==> src/rtl/irq_ctrl_pkg.sv <==
`default_nettype none
// ============================================================================
//  Module   : irq_ctrl_pkg
//  Purpose  : Shared constants for the interrupt controller.
//             - register indices
//             - bus address and data widths
//             - default channel count
//  Revision : 1.0 - initial release
// ============================================================================
package irq_ctrl_pkg;

    // Default channel count. It matches the CPU interrupt input width.
    localparam int CPU_IRQ_CH_DEF = 8;

    localparam int IRQ_ADDR_W = 2;
    localparam int IRQ_DATA_W = 32;

    typedef logic [IRQ_ADDR_W-1:0] irq_addr_t;

    localparam irq_addr_t IRQ_ADDR_PEND = 2'd0;  // R, write-1-to-clear
    localparam irq_addr_t IRQ_ADDR_EN   = 2'd1;  // R/W enable mask
    localparam irq_addr_t IRQ_ADDR_MODE = 2'd2;  // R/W, 1 = rising edge, 0 = level
    localparam irq_addr_t IRQ_ADDR_RAW  = 2'd3;  // R, synchronized sources

endpackage : irq_ctrl_pkg
`default_nettype wire

==> src/rtl/irq_ctrl_if.sv <==
`default_nettype none
// ============================================================================
//  Module   : irq_ctrl_if
//  Purpose  : Register bus between the CPU and the interrupt controller.
//             The select, strobe and acknowledge signals are active low.
//  Signals  : cs_, as_, rw (1 = read), addr, wr_data  (master -> slave)
//             rd_data, rdy_                            (slave -> master)
//  Revision : 1.0 - initial release
// ============================================================================
interface irq_ctrl_if;
    import irq_ctrl_pkg::*;

    logic                  cs_;
    logic                  as_;
    logic                  rw;
    logic [IRQ_ADDR_W-1:0] addr;
    logic [IRQ_DATA_W-1:0] wr_data;
    logic [IRQ_DATA_W-1:0] rd_data;
    logic                  rdy_;

    modport master (
        output cs_, as_, rw, addr, wr_data,
        input  rd_data, rdy_
    );

    modport slave (
        input  cs_, as_, rw, addr, wr_data,
        output rd_data, rdy_
    );

endinterface : irq_ctrl_if
`default_nettype wire

==> src/rtl/irq_sync.sv <==
`default_nettype none
// ============================================================================
//  Module   : irq_sync
//  Purpose  : Synchronizer and rising-edge detector for one interrupt channel.
//             A 2-flop synchronizer feeds a third, delayed flop.
//  Ports    : clk, reset (async, active high)
//             i_src   raw asynchronous source
//             o_sync  synchronized source
//             o_rise  one-cycle pulse on a synchronized rising edge
//  Revision : 1.0 - initial release
// ============================================================================
module irq_sync (
    input  wire logic clk,
    input  wire logic reset,
    input  wire logic i_src,
    output logic      o_sync,
    output logic      o_rise
);

    logic r_meta;
    logic r_sync;
    logic r_dly;

    always_ff @(posedge clk or posedge reset) begin
        if (reset) begin
            r_meta <= 1'b0;
            r_sync <= 1'b0;
            r_dly  <= 1'b0;
        end else begin
            r_meta <= i_src;
            r_sync <= r_meta;
            r_dly  <= r_sync;
        end
    end

    assign o_sync = r_sync;
    assign o_rise = r_sync & ~r_dly;

endmodule : irq_sync
`default_nettype wire

==> src/rtl/irq_ctrl.sv <==
`default_nettype none
// ============================================================================
//  Module   : irq_ctrl
//  Purpose  : Interrupt controller.
//             - a pending register that latches edges or follows levels
//             - an enable mask
//             - a registered irq output equal to PEND & EN
//  Ports    : clk, reset (async, active high)
//             bus   register bus (slave); access = cs_ & as_ both low,
//                   one-cycle rdy_ acknowledge on the following cycle
//             src   raw asynchronous interrupt sources
//             irq   registered interrupt requests to the CPU
//  Revision : 1.0 - initial release
// ============================================================================
module irq_ctrl
    import irq_ctrl_pkg::*;
#(
    parameter int CPU_IRQ_CH = CPU_IRQ_CH_DEF    // must not exceed IRQ_DATA_W
) (
    input  wire logic                  clk,
    input  wire logic                  reset,
    irq_ctrl_if.slave                  bus,
    input  wire logic [CPU_IRQ_CH-1:0] src,
    output logic      [CPU_IRQ_CH-1:0] irq
);

    logic [CPU_IRQ_CH-1:0] w_sync;
    logic [CPU_IRQ_CH-1:0] w_rise;
    logic [CPU_IRQ_CH-1:0] r_pend;
    logic [CPU_IRQ_CH-1:0] r_en;
    logic [CPU_IRQ_CH-1:0] r_mode;
    logic [CPU_IRQ_CH-1:0] r_irq;
    logic [IRQ_DATA_W-1:0] r_rd_data;
    logic                  r_rdy_n;

    logic                  w_access;
    logic                  w_write;
    logic                  w_read;
    logic                  w_mode_wr;
    logic [CPU_IRQ_CH-1:0] w_wr_bits;
    logic [CPU_IRQ_CH-1:0] w_w1c;
    logic [CPU_IRQ_CH-1:0] w_to_edge;
    logic [CPU_IRQ_CH-1:0] w_pend_edge;
    logic [CPU_IRQ_CH-1:0] w_pend_next;
    logic [IRQ_DATA_W-1:0] w_rd_mux;
    logic                  w_unused_wr;

    genvar gi;
    generate
        for (gi = 0; gi < CPU_IRQ_CH; gi++) begin : g_sync
            irq_sync u_sync (
                .clk    (clk),
                .reset  (reset),
                .i_src  (src[gi]),
                .o_sync (w_sync[gi]),
                .o_rise (w_rise[gi])
            );
        end
    endgenerate

    assign w_access  = ~bus.cs_ & ~bus.as_;
    assign w_write   = w_access & ~bus.rw;
    assign w_read    = w_access &  bus.rw;
    assign w_wr_bits = bus.wr_data[CPU_IRQ_CH-1:0];
    // Write data bits above the channel count are ignored.
    assign w_unused_wr = ^bus.wr_data;

    assign w_mode_wr = w_write && (bus.addr == IRQ_ADDR_MODE);
    assign w_w1c     = (w_write && (bus.addr == IRQ_ADDR_PEND)) ? w_wr_bits : '0;

    // Bits switching from level to edge lose the pending state they had while
    // in level mode. Otherwise a source that is held high would look like a
    // fresh edge. A real edge in that same cycle is still kept.
    assign w_to_edge = w_mode_wr ? (~r_mode & w_wr_bits) : '0;

    // Edge channels are sticky. Clearing is done with W1C, and a new edge in
    // the same cycle wins. Level channels follow the synchronized source.
    assign w_pend_edge = (r_pend & ~w_w1c) | w_rise;
    assign w_pend_next = (((r_mode & w_pend_edge) | (~r_mode & w_sync)) & ~w_to_edge)
                       | (w_to_edge & w_rise);

    always_comb begin
        w_rd_mux = '0;
        case (bus.addr)
            IRQ_ADDR_PEND: w_rd_mux[CPU_IRQ_CH-1:0] = r_pend;
            IRQ_ADDR_EN:   w_rd_mux[CPU_IRQ_CH-1:0] = r_en;
            IRQ_ADDR_MODE: w_rd_mux[CPU_IRQ_CH-1:0] = r_mode;
            IRQ_ADDR_RAW:  w_rd_mux[CPU_IRQ_CH-1:0] = w_sync;
        endcase
    end

    always_ff @(posedge clk or posedge reset) begin
        if (reset) begin
            r_pend    <= '0;
            r_en      <= '0;
            r_mode    <= '0;
            r_irq     <= '0;
            r_rd_data <= '0;
            r_rdy_n   <= 1'b1;
        end else begin
            r_pend <= w_pend_next;
            if (w_write && (bus.addr == IRQ_ADDR_EN)) begin
                r_en <= w_wr_bits;
            end
            if (w_mode_wr) begin
                r_mode <= w_wr_bits;
            end
            r_irq     <= r_pend & r_en;
            r_rdy_n   <= ~w_access;
            r_rd_data <= w_read ? w_rd_mux : '0;
        end
    end

    assign irq         = r_irq;
    assign bus.rd_data = r_rd_data;
    assign bus.rdy_    = r_rdy_n;

endmodule : irq_ctrl
`default_nettype wire

==> src/flat_wrapper.sv <==
// flat-port wrapper written by rule: the top's interface ports become plain ports
module irq_ctrl_flat import irq_ctrl_pkg::*;
#(
    parameter int CPU_IRQ_CH = CPU_IRQ_CH_DEF                                 
)
  (clk, reset, src, irq, bus_cs_, bus_as_, bus_rw, bus_addr, bus_wr_data, bus_rd_data, bus_rdy_);
  irq_ctrl_if bus_i ();
  input  wire logic clk;
  input  wire logic reset;
  input  wire logic [CPU_IRQ_CH-1:0] src;
  output logic      [CPU_IRQ_CH-1:0] irq;
  input wire logic [$bits(bus_i.cs_)-1:0] bus_cs_;
  input wire logic [$bits(bus_i.as_)-1:0] bus_as_;
  input wire logic [$bits(bus_i.rw)-1:0] bus_rw;
  input wire logic [$bits(bus_i.addr)-1:0] bus_addr;
  input wire logic [$bits(bus_i.wr_data)-1:0] bus_wr_data;
  output wire logic [$bits(bus_i.rd_data)-1:0] bus_rd_data;
  output wire logic [$bits(bus_i.rdy_)-1:0] bus_rdy_;
  assign bus_i.cs_ = bus_cs_;
  assign bus_i.as_ = bus_as_;
  assign bus_i.rw = bus_rw;
  assign bus_i.addr = bus_addr;
  assign bus_i.wr_data = bus_wr_data;
  assign bus_rd_data = bus_i.rd_data;
  assign bus_rdy_ = bus_i.rdy_;
  irq_ctrl #(.CPU_IRQ_CH(CPU_IRQ_CH)) u_core (.clk(clk), .reset(reset), .bus(bus_i), .src(src), .irq(irq));
endmodule
==> config.mk <==
export PLATFORM = sky130hd
export DESIGN_NAME = irq_ctrl_flat
export DESIGN_NICKNAME = d
export VERILOG_FILES = /design/src/rtl/irq_ctrl_pkg.sv /design/src/rtl/irq_ctrl_if.sv /design/src/rtl/irq_sync.sv /design/src/rtl/irq_ctrl.sv /design/src/flat_wrapper.sv
export SDC_FILE = /design/constraint.sdc
export NUM_CORES = 1
export LEC_CHECK = 0
export BUFFER_PORTS_ARGS = -buffer_cell sky130_fd_sc_hd__buf_2
export CAP_MARGIN = 40
export CORE_MARGIN = 4
export CORE_UTILIZATION = 45
export DETAILED_ROUTE_END_ITERATION = 16
export PLACE_DENSITY_LB_ADDON = 0.15
export SETUP_SLACK_MARGIN = 0.3
export SYNTH_ARGS = -nofsm -noshare
export SYNTH_HDL_FRONTEND = slang
export SYNTH_SLANG_ARGS = --single-unit
export TNS_END_PERCENT = 20
==> constraint.sdc <==
create_clock -name clk -period 1.69 [get_ports clk]
set_input_delay 0.169 -clock clk [delete_from_list [all_inputs] [get_ports clk]]
set_output_delay 0.169 -clock clk [all_outputs]
set_load 0.05 [all_outputs]
==> reports/qor.txt, run 1 <==
SYNTH
----------------------------------------------------------------------------------------
Post-synth EDFFs ..........................................................            0
Synth Warn # ..............................................................            0
Mapped Cells ..............................................................          186
Cell area after synthesis .................................................     2660 µm²
Sequential share of the synthesized area ..................................        0.612
Share of flip-flops with an asynchronous set or reset .....................         1.00
Ys flop type .............................................................. sky130_fd_sc_hd__dfrtp_1
Post-Syn Area per Cell ....................................................     14.3 µm²
Synthesis-stage register bit count ........................................           65
Number of different library cells in the post-synthesis netlist ...........           27
Post-synth top area share .................................................        0.602
Top cells by area in the synthesized netlist .............................. sky130_fd_sc_hd__dfrtp_1, sky130_fd_sc_hd__buf_4, sky130_fd_sc_hd__mux4_2
Cell accounting for the most synthesized area ............................. sky130_fd_sc_hd__dfrtp_1

DIE
----------------------------------------------------------------------------------------
Die height ................................................................      84.9 µm
Initial standard-cell utilization of the core .............................        0.475
Core outline area .........................................................     5610 µm²
Number of primary I/O pins ................................................           88
Die area ..................................................................     7210 µm²
Horizontal die dimension ..................................................      84.9 µm
Cell Rows .................................................................           27

CRITICAL PATH
----------------------------------------------------------------------------------------
Setup CP Type .............................................................    in -> reg
Worst endpoint data arrival time ..........................................      1.52 ns
Start point of the critical path ..........................................       bus_rw
Maximum fanout count along the critical path ..............................            7
Required time of the critical path ........................................      1.90 ns
Critical Path Start Type ..................................................    input pin
Element type at the critical path end .....................................         flop
R2R Path Start ............................................................ u_core.r_mode[4]

PLACED DESIGN
----------------------------------------------------------------------------------------
Post-Place Cells ..........................................................          306
Number of buffer cells added on primary ports .............................           39
Total half-perimeter wirelength after legalization and detailed placement .      3430 µm
Last weighted congestion value of the routability-driven placer ...........        0.732

CELLS AND AREA
----------------------------------------------------------------------------------------
Area taken by flip-flops and latches ......................................     1630 µm²
Area of the multi-input gates .............................................      891 µm²
Layout-stage area growth over the synthesis result ........................        18.9%
Post-route insts no fill ..................................................          329
Final #Nets ...............................................................          301
Share of layout cells above drive strength 1 ..............................        0.381
Antenna cells .............................................................            0
Core occupancy in the finished layout .....................................        0.564
Count of fill cells added during filler insertion .........................          476

PWR
----------------------------------------------------------------------------------------
Total net switching power .................................................      1150 µW
Power per cell area .......................................................  1180 nW/µm²
IR Drop Worst-Case VDD ....................................................   0.000573 V
P_int .....................................................................      2590 µW
Leakage power summed over all cells .......................................   0.00153 µW
Total Power Consumption ...................................................      3740 µW
Share of total power in sequential cells ..................................        0.510
Clock power share .........................................................        0.275
Fraction of power spent switching nets ....................................        0.307
Comb power frac ...........................................................        0.215

CLOCK NETWORK
----------------------------------------------------------------------------------------
Number of CTS-inserted buffers ............................................            9
Root Driver ............................................................... sky130_fd_sc_hd__clkbuf_8
Cts-stage hold buffer count ...............................................            9
Register clock-pin slew on the reported worst setup and hold paths ........      0.06 ns
Clock Tree Buf Depth ......................................................            2
Clk sinks .................................................................           65
Clock tree from TritonCTS .................................................          yes
Latest clock arrival within the worst-skew pair ...........................      0.33 ns
H-tree depth ..............................................................            3
Buffer count from post-CTS setup fixing ...................................            0
Quantity of gates resized following cts ...................................            0

STA
----------------------------------------------------------------------------------------
Max Clock Freq ............................................................      762 MHz
Final-layout worst hold slack .............................................    0.0884 ns
Total Negative Setup Slacks ...............................................         0 ns
Clock period minus worst slack ............................................      1.31 ns
Hold Vio Cnt, Final .......................................................            0
Number of max-slew violations in the final report .........................            0
Setup repair after global routing missed its margin .......................        false
Final count of negative-setup-slack endpoints .............................            0
Final worst path period share .............................................        0.777
Worst clock skew ..........................................................   0.00319 ns

DRT
----------------------------------------------------------------------------------------
Count of antenna-violating nets left after detailed routing ...............            0
Average detailed-routed wire length per instance ..........................      15.0 µm
Number of remaining DRC errors ............................................            0
Violation count after the first detailed-route iteration ..................           43
Vias ......................................................................         1656
Vias/cell .................................................................         5.03
Detailed Route WL .........................................................      4930 µm
Number of search-and-repair iterations in the first detailed-routing pass .            4

GRT
----------------------------------------------------------------------------------------
Initial antenna violation count ...........................................            0
First-pass GRT wire length ................................................      8290 µm
Vias in the first global route ............................................         1649
Remaining Overflow, GRT ...................................................            0
Largest net degree at the start of global routing .........................           35
GRT Util Overall ..........................................................        0.152

FLOW RUN
----------------------------------------------------------------------------------------
Count of max-cap constraint violations ....................................            0

HOLD PATH
----------------------------------------------------------------------------------------
HP Start .................................................................. bus_wr_data[7]
Path class of the lowest-slack min-delay path .............................    in -> reg

RUN STATUS
----------------------------------------------------------------------------------------
Run status ................................................................ complete, no violations

cells in the mapped netlist, drive strengths merged (3+ instances only):
cell type,instances
a21bo,7
a21oi,7
a311o,7
a31oi,7
and2,8
and3,9
buf,29
dfrtp,64
inv,3
mux2,16
mux4,8
nand2,8
critical path, cell delays in order:
cell and delay [ns]:
sky130_fd_sc_hd__buf_2 0.10, sky130_fd_sc_hd__or3_1 0.39, sky130_fd_sc_hd__or3_1 0.32, sky130_fd_sc_hd__buf_4 0.18, sky130_fd_sc_hd__a311o_1 0.35
layout make-up:
cell class,instances,area share
timing repair buffer,63,0.126
sequential,65,0.514
multi-input combinational,112,0.281
clock inverter,1,0.00158
clock buffer,13,0.0439
inverter,3,0.00474
tap,72,0.0285
logic make-up after synthesis:
kind of cell    count (synthesis)  share of synthesized area
mux                            25                      0.139
other cells                     1                    0.00141
flops                          65                      0.612
simple gates                   34                     0.0771
compound gates                 29                     0.0846
buf+inv                        32                     0.0860
power groups by stage:
stage          Sequential (µW)  Clock (µW)  Combinational [µW]
6_report                  1910        1030                 805
5_1_grt                   1930        1150                 864
4_1_cts                   1910        1070                 814
3_5_place_dp              1930           0                 796
3_3_place_gp              1930           0                 783
2_1_floorplan             2090           0                 491
layer usage:
layer,vias to the layer above,track usage,part of all wire
met5,-,0,0
met4,0,0.0691,0.018
met3,9,0.0544,0.066
met2,57,0.232,0.47
met1,835,0.194,0.45
li1,755,-,-
placed cells by master, fill, tap and decap left out, types with 2 or more instances in the layout:
cell	instances
sky130_fd_sc_hd__a21bo_2	7
sky130_fd_sc_hd__mux4_2	8
sky130_fd_sc_hd__inv_1	2
sky130_fd_sc_hd__clkbuf_1	4
sky130_fd_sc_hd__clkbuf_8	9
sky130_fd_sc_hd__and2_1	8
sky130_fd_sc_hd__conb_1	24
sky130_fd_sc_hd__a311o_1	7
sky130_fd_sc_hd__or3_1	2
sky130_fd_sc_hd__nand2_1	7
sky130_fd_sc_hd__nor2_1	2
sky130_fd_sc_hd__buf_4	15
sky130_fd_sc_hd__a31oi_1	7
sky130_fd_sc_hd__and3_1	9
sky130_fd_sc_hd__dlygate4sd3_1	9
sky130_fd_sc_hd__buf_2	39
sky130_fd_sc_hd__mux2_2	15
sky130_fd_sc_hd__dfrtp_1	64
sky130_fd_sc_hd__a21oi_1	7
final timing paths:
check	end	slack [ns]	depth (start not counted)
setup / recovery	u_core.r_pend[5]	0.38	5
hold reg to reg	u_core.g_sync[1].u_sync.o_sync	0.35	0
setup reg to reg	u_core.bus.rd_data[4]	0.50	2
max in group asynchronous	u_core.bus.rdy_	0.88	4
hold / removal	u_core.r_mode[7]	0.09	2
min in group asynchronous	u_core.r_mode[0]	0.49	4
through the flow:
stage | instance area (µm²) | setup WS [ns]
floorplan | 2750 | 0.248
global route | 3170 | 0.376
CTS | 3170 | 0.396
finish | 3170 | 0.377
global placement | 2930 | 0.0535
detailed placement | 2930 | 0.0617
sequential cells by signal, indices dropped and copies added (netlist names):
name / flops
u_core.r_mode: 8
u_core.r_pend: 8
u_core.g_sync.u_sync.r_dly: 8
u_core.bus.rd_data: 8
u_core.g_sync.u_sync.r_meta: 8
u_core.g_sync.u_sync.o_sync: 8
u_core.r_en: 8
u_core.bus.rdy_: 1
u_core.irq: 8
Power figures use the tool's default switching activity.
==> run 2: changes to the inputs <==
Settings changed: CORE_UTILIZATION 45 to 50.
Clock period 1.69 ns to 1.3 ns, I/O delays scaled along.
==> reports/qor.txt, run 2 (synthesis gave the netlist of run 1 again) <==
DIE
----------------------------------------------------------------------------------------
Number of primary I/O pins ................................................           88   unchanged
Initial standard-cell utilization of the core .............................        0.518   +0.0432
Die height ................................................................      81.0 µm   -4.6%
Die area ..................................................................     6550 µm²   -9.1%
Cell Rows .................................................................           26   -3.7%
Core outline area .........................................................     5140 µm²   -8.3%
Horizontal die dimension ..................................................      81.0 µm   -4.6%

CLOCK NETWORK
----------------------------------------------------------------------------------------
H-tree depth ..............................................................            3   unchanged
Latest clock arrival within the worst-skew pair ...........................      0.34 ns   about the same
Register clock-pin slew on the reported worst setup and hold paths ........      0.07 ns   about the same
Clock tree from TritonCTS .................................................          yes
Root Driver ............................................................... sky130_fd_sc_hd__clkbuf_8
Number of CTS-inserted buffers ............................................            9   unchanged
Clk sinks .................................................................           65   unchanged
Clock Tree Buf Depth ......................................................            2   unchanged

DRT
----------------------------------------------------------------------------------------
Vias ......................................................................         1744   +5.3%
Count of antenna-violating nets left after detailed routing ...............            0   unchanged
Violation count after the first detailed-route iteration ..................          113   +160%
Detailed Route WL .........................................................      5460 µm   +11%
Average detailed-routed wire length per instance ..........................      15.6 µm   +3.9%
Vias/cell .................................................................         4.98   -1.0%
Number of search-and-repair iterations in the first detailed-routing pass .            4   unchanged
Number of remaining DRC errors ............................................            0   unchanged

STA
----------------------------------------------------------------------------------------
Number of max-slew violations in the final report .........................            0   unchanged
Final count of negative-setup-slack endpoints .............................            0   unchanged
Slack of the critical path ................................................     0.125 ns   -0.252 ns
Max Clock Freq ............................................................      851 MHz
Worst clock skew ..........................................................   0.00497 ns   +0.00177 ns
Final worst path period share .............................................        0.904
Setup repair after global routing missed its margin .......................         true
Clock period minus worst slack ............................................      1.18 ns
Hold Vio Cnt, Final .......................................................            0   unchanged

PWR
----------------------------------------------------------------------------------------
IR Drop Worst-Case VDD ....................................................    0.00120 V   +110%
Total Power Consumption ...................................................      5520 µW   +48%
Leakage power summed over all cells .......................................   0.00168 µW   +9.4%
Power per cell area .......................................................  1580 nW/µm²   +33%

CRITICAL PATH
----------------------------------------------------------------------------------------
Worst endpoint data arrival time ..........................................      1.40 ns   -0.12 ns
Setup CP Type .............................................................    in -> reg
Element type at the critical path end .....................................         flop
Maximum fanout count along the critical path ..............................            7   unchanged
Critical Path Start Type ..................................................    input pin
Required time of the critical path ........................................      1.52 ns   -0.38 ns
Reg2Reg Setup Slack .......................................................      0.12 ns   -0.38 ns

GRT
----------------------------------------------------------------------------------------
Remaining Overflow, GRT ...................................................            0   unchanged
Initial antenna violation count ...........................................            0   unchanged
Vias in the first global route ............................................         1877   +14%
First-pass GRT wire length ................................................      9020 µm   +8.8%
Largest net degree at the start of global routing .........................           66   +89%
GRT Util Overall ..........................................................        0.187   +0.0352

CELLS AND AREA
----------------------------------------------------------------------------------------
Share of layout cells above drive strength 1 ..............................        0.500   +0.119
Leading cell types in the layout, fill and taps excluded .................. sky130_fd_sc_hd__dfrtp_1, sky130_fd_sc_hd__buf_2, sky130_fd_sc_hd__buf_4
Area taken by flip-flops and latches ......................................     1630 µm²   unchanged
Antenna cells .............................................................            0   unchanged
Final #Nets ...............................................................          322   +7.0%
Count of fill cells added during filler insertion .........................          377   -21%
Most frequent standard cell in the layout excluding fill and tap cells .... sky130_fd_sc_hd__dfrtp_1
Layout-stage area growth over the synthesis result ........................        31.6%
Core occupancy in the finished layout .....................................        0.681   +0.117
Area of the multi-input gates .............................................      968 µm²   +8.7%
Post-route insts no fill ..................................................          350   +6.4%

PLACED DESIGN
----------------------------------------------------------------------------------------
Post-Place Cells ..........................................................          305   -0.33%
Number of buffer cells added on primary ports .............................           39   unchanged
Pre-CTS setup slack .......................................................    -0.337 ns   -0.399 ns
Total half-perimeter wirelength after legalization and detailed placement .      3500 µm   +1.9%
Last weighted congestion value of the routability-driven placer ...........        0.783   +6.9%

HOLD PATH
----------------------------------------------------------------------------------------
Path class of the lowest-slack min-delay path .............................    in -> reg

RUN STATUS
----------------------------------------------------------------------------------------
Run status ................................................................ complete, no violations

FLOW RUN
----------------------------------------------------------------------------------------
Count of max-cap constraint violations ....................................            0   unchanged

run 2: changes by cell type in the layout (fill, tap and decap cells not counted), sizes merged:
cell      previous run  this run
clkbuf              13         9
clkinv               1         3
bufinv               0         1
clkinvlp             1         4
buf                 54        75
run 2: what timing repair did:
action / CTS / global route
hold buffers: 9 / 0
resized for setup: 24 / 5
setup buffers: 17 / 3
endpoints found under the setup margin: 41 / 41
endpoints found under the hold margin: 72 / 0
pin swaps: 14 / 3
run 2: path summary, 6_finish.rpt:
path,start,to,cells after the start
max in group asynchronous,reset,u_core.bus.rdy_,4
setup reg to reg,u_core.g_sync[4].u_sync.o_sync,u_core.bus.rd_data[4],2
setup / recovery,bus_rw,u_core.r_pend[0],4
hold / removal,bus_wr_data[7],u_core.r_mode[7],2
hold reg to reg,u_core.g_sync[4].u_sync.r_meta,u_core.g_sync[4].u_sync.o_sync,0
min in group asynchronous,reset,u_core.irq[4],4
run 2: final cells by class:
type	count	area share
multi-input combinational	112	0.277
sequential	65	0.465
clock buffer	9	0.0354
tap	70	0.0250
clock inverter	7	0.0204
inverter	3	0.00429
timing repair buffer	84	0.174
run 2: power by group:
| part | switching, µW | total, µW | leakage (µW) | internal [µW] |
|---|---|---|---|---|
| Sequential | 168 | 2460 | 0.000786 | 2290 |
| Combinational | 766 | 1390 | 0.000799 | 628 |
| Clock | 788 | 1670 | 0.0000912 | 880 |
run 2: worst max-delay path: stages:
cell and delay, ns:
sky130_fd_sc_hd__buf_2 0.10, sky130_fd_sc_hd__or3_1 0.38, sky130_fd_sc_hd__or3_4 0.40, sky130_fd_sc_hd__a311o_1 0.38
run 2: metal layers:
metal | routed length (µm) | vias up | global-route usage
li1 | - | 796 | -
met1 | 2090 | 888 | 0.214
met4 | 84 | 0 | 0.0743
met3 | 267 | 8 | 0.0621
met2 | 3010 | 52 | 0.323
met5 | 0 | - | 0
run 2: stage by stage:
stage | hold slack (ns) | TNS (ns) | cell area [µm²]
4_1_cts | 0.0290 | 0 | 3460
3_3_place_gp | 0.238 | -3.07 | 2950
5_1_grt | 0.0446 | 0 | 3500
6_report | 0.0406 | 0 | 3500
3_5_place_dp | 0.239 | -3.52 | 2950
2_1_floorplan | 0.161 | -0.737 | 2750
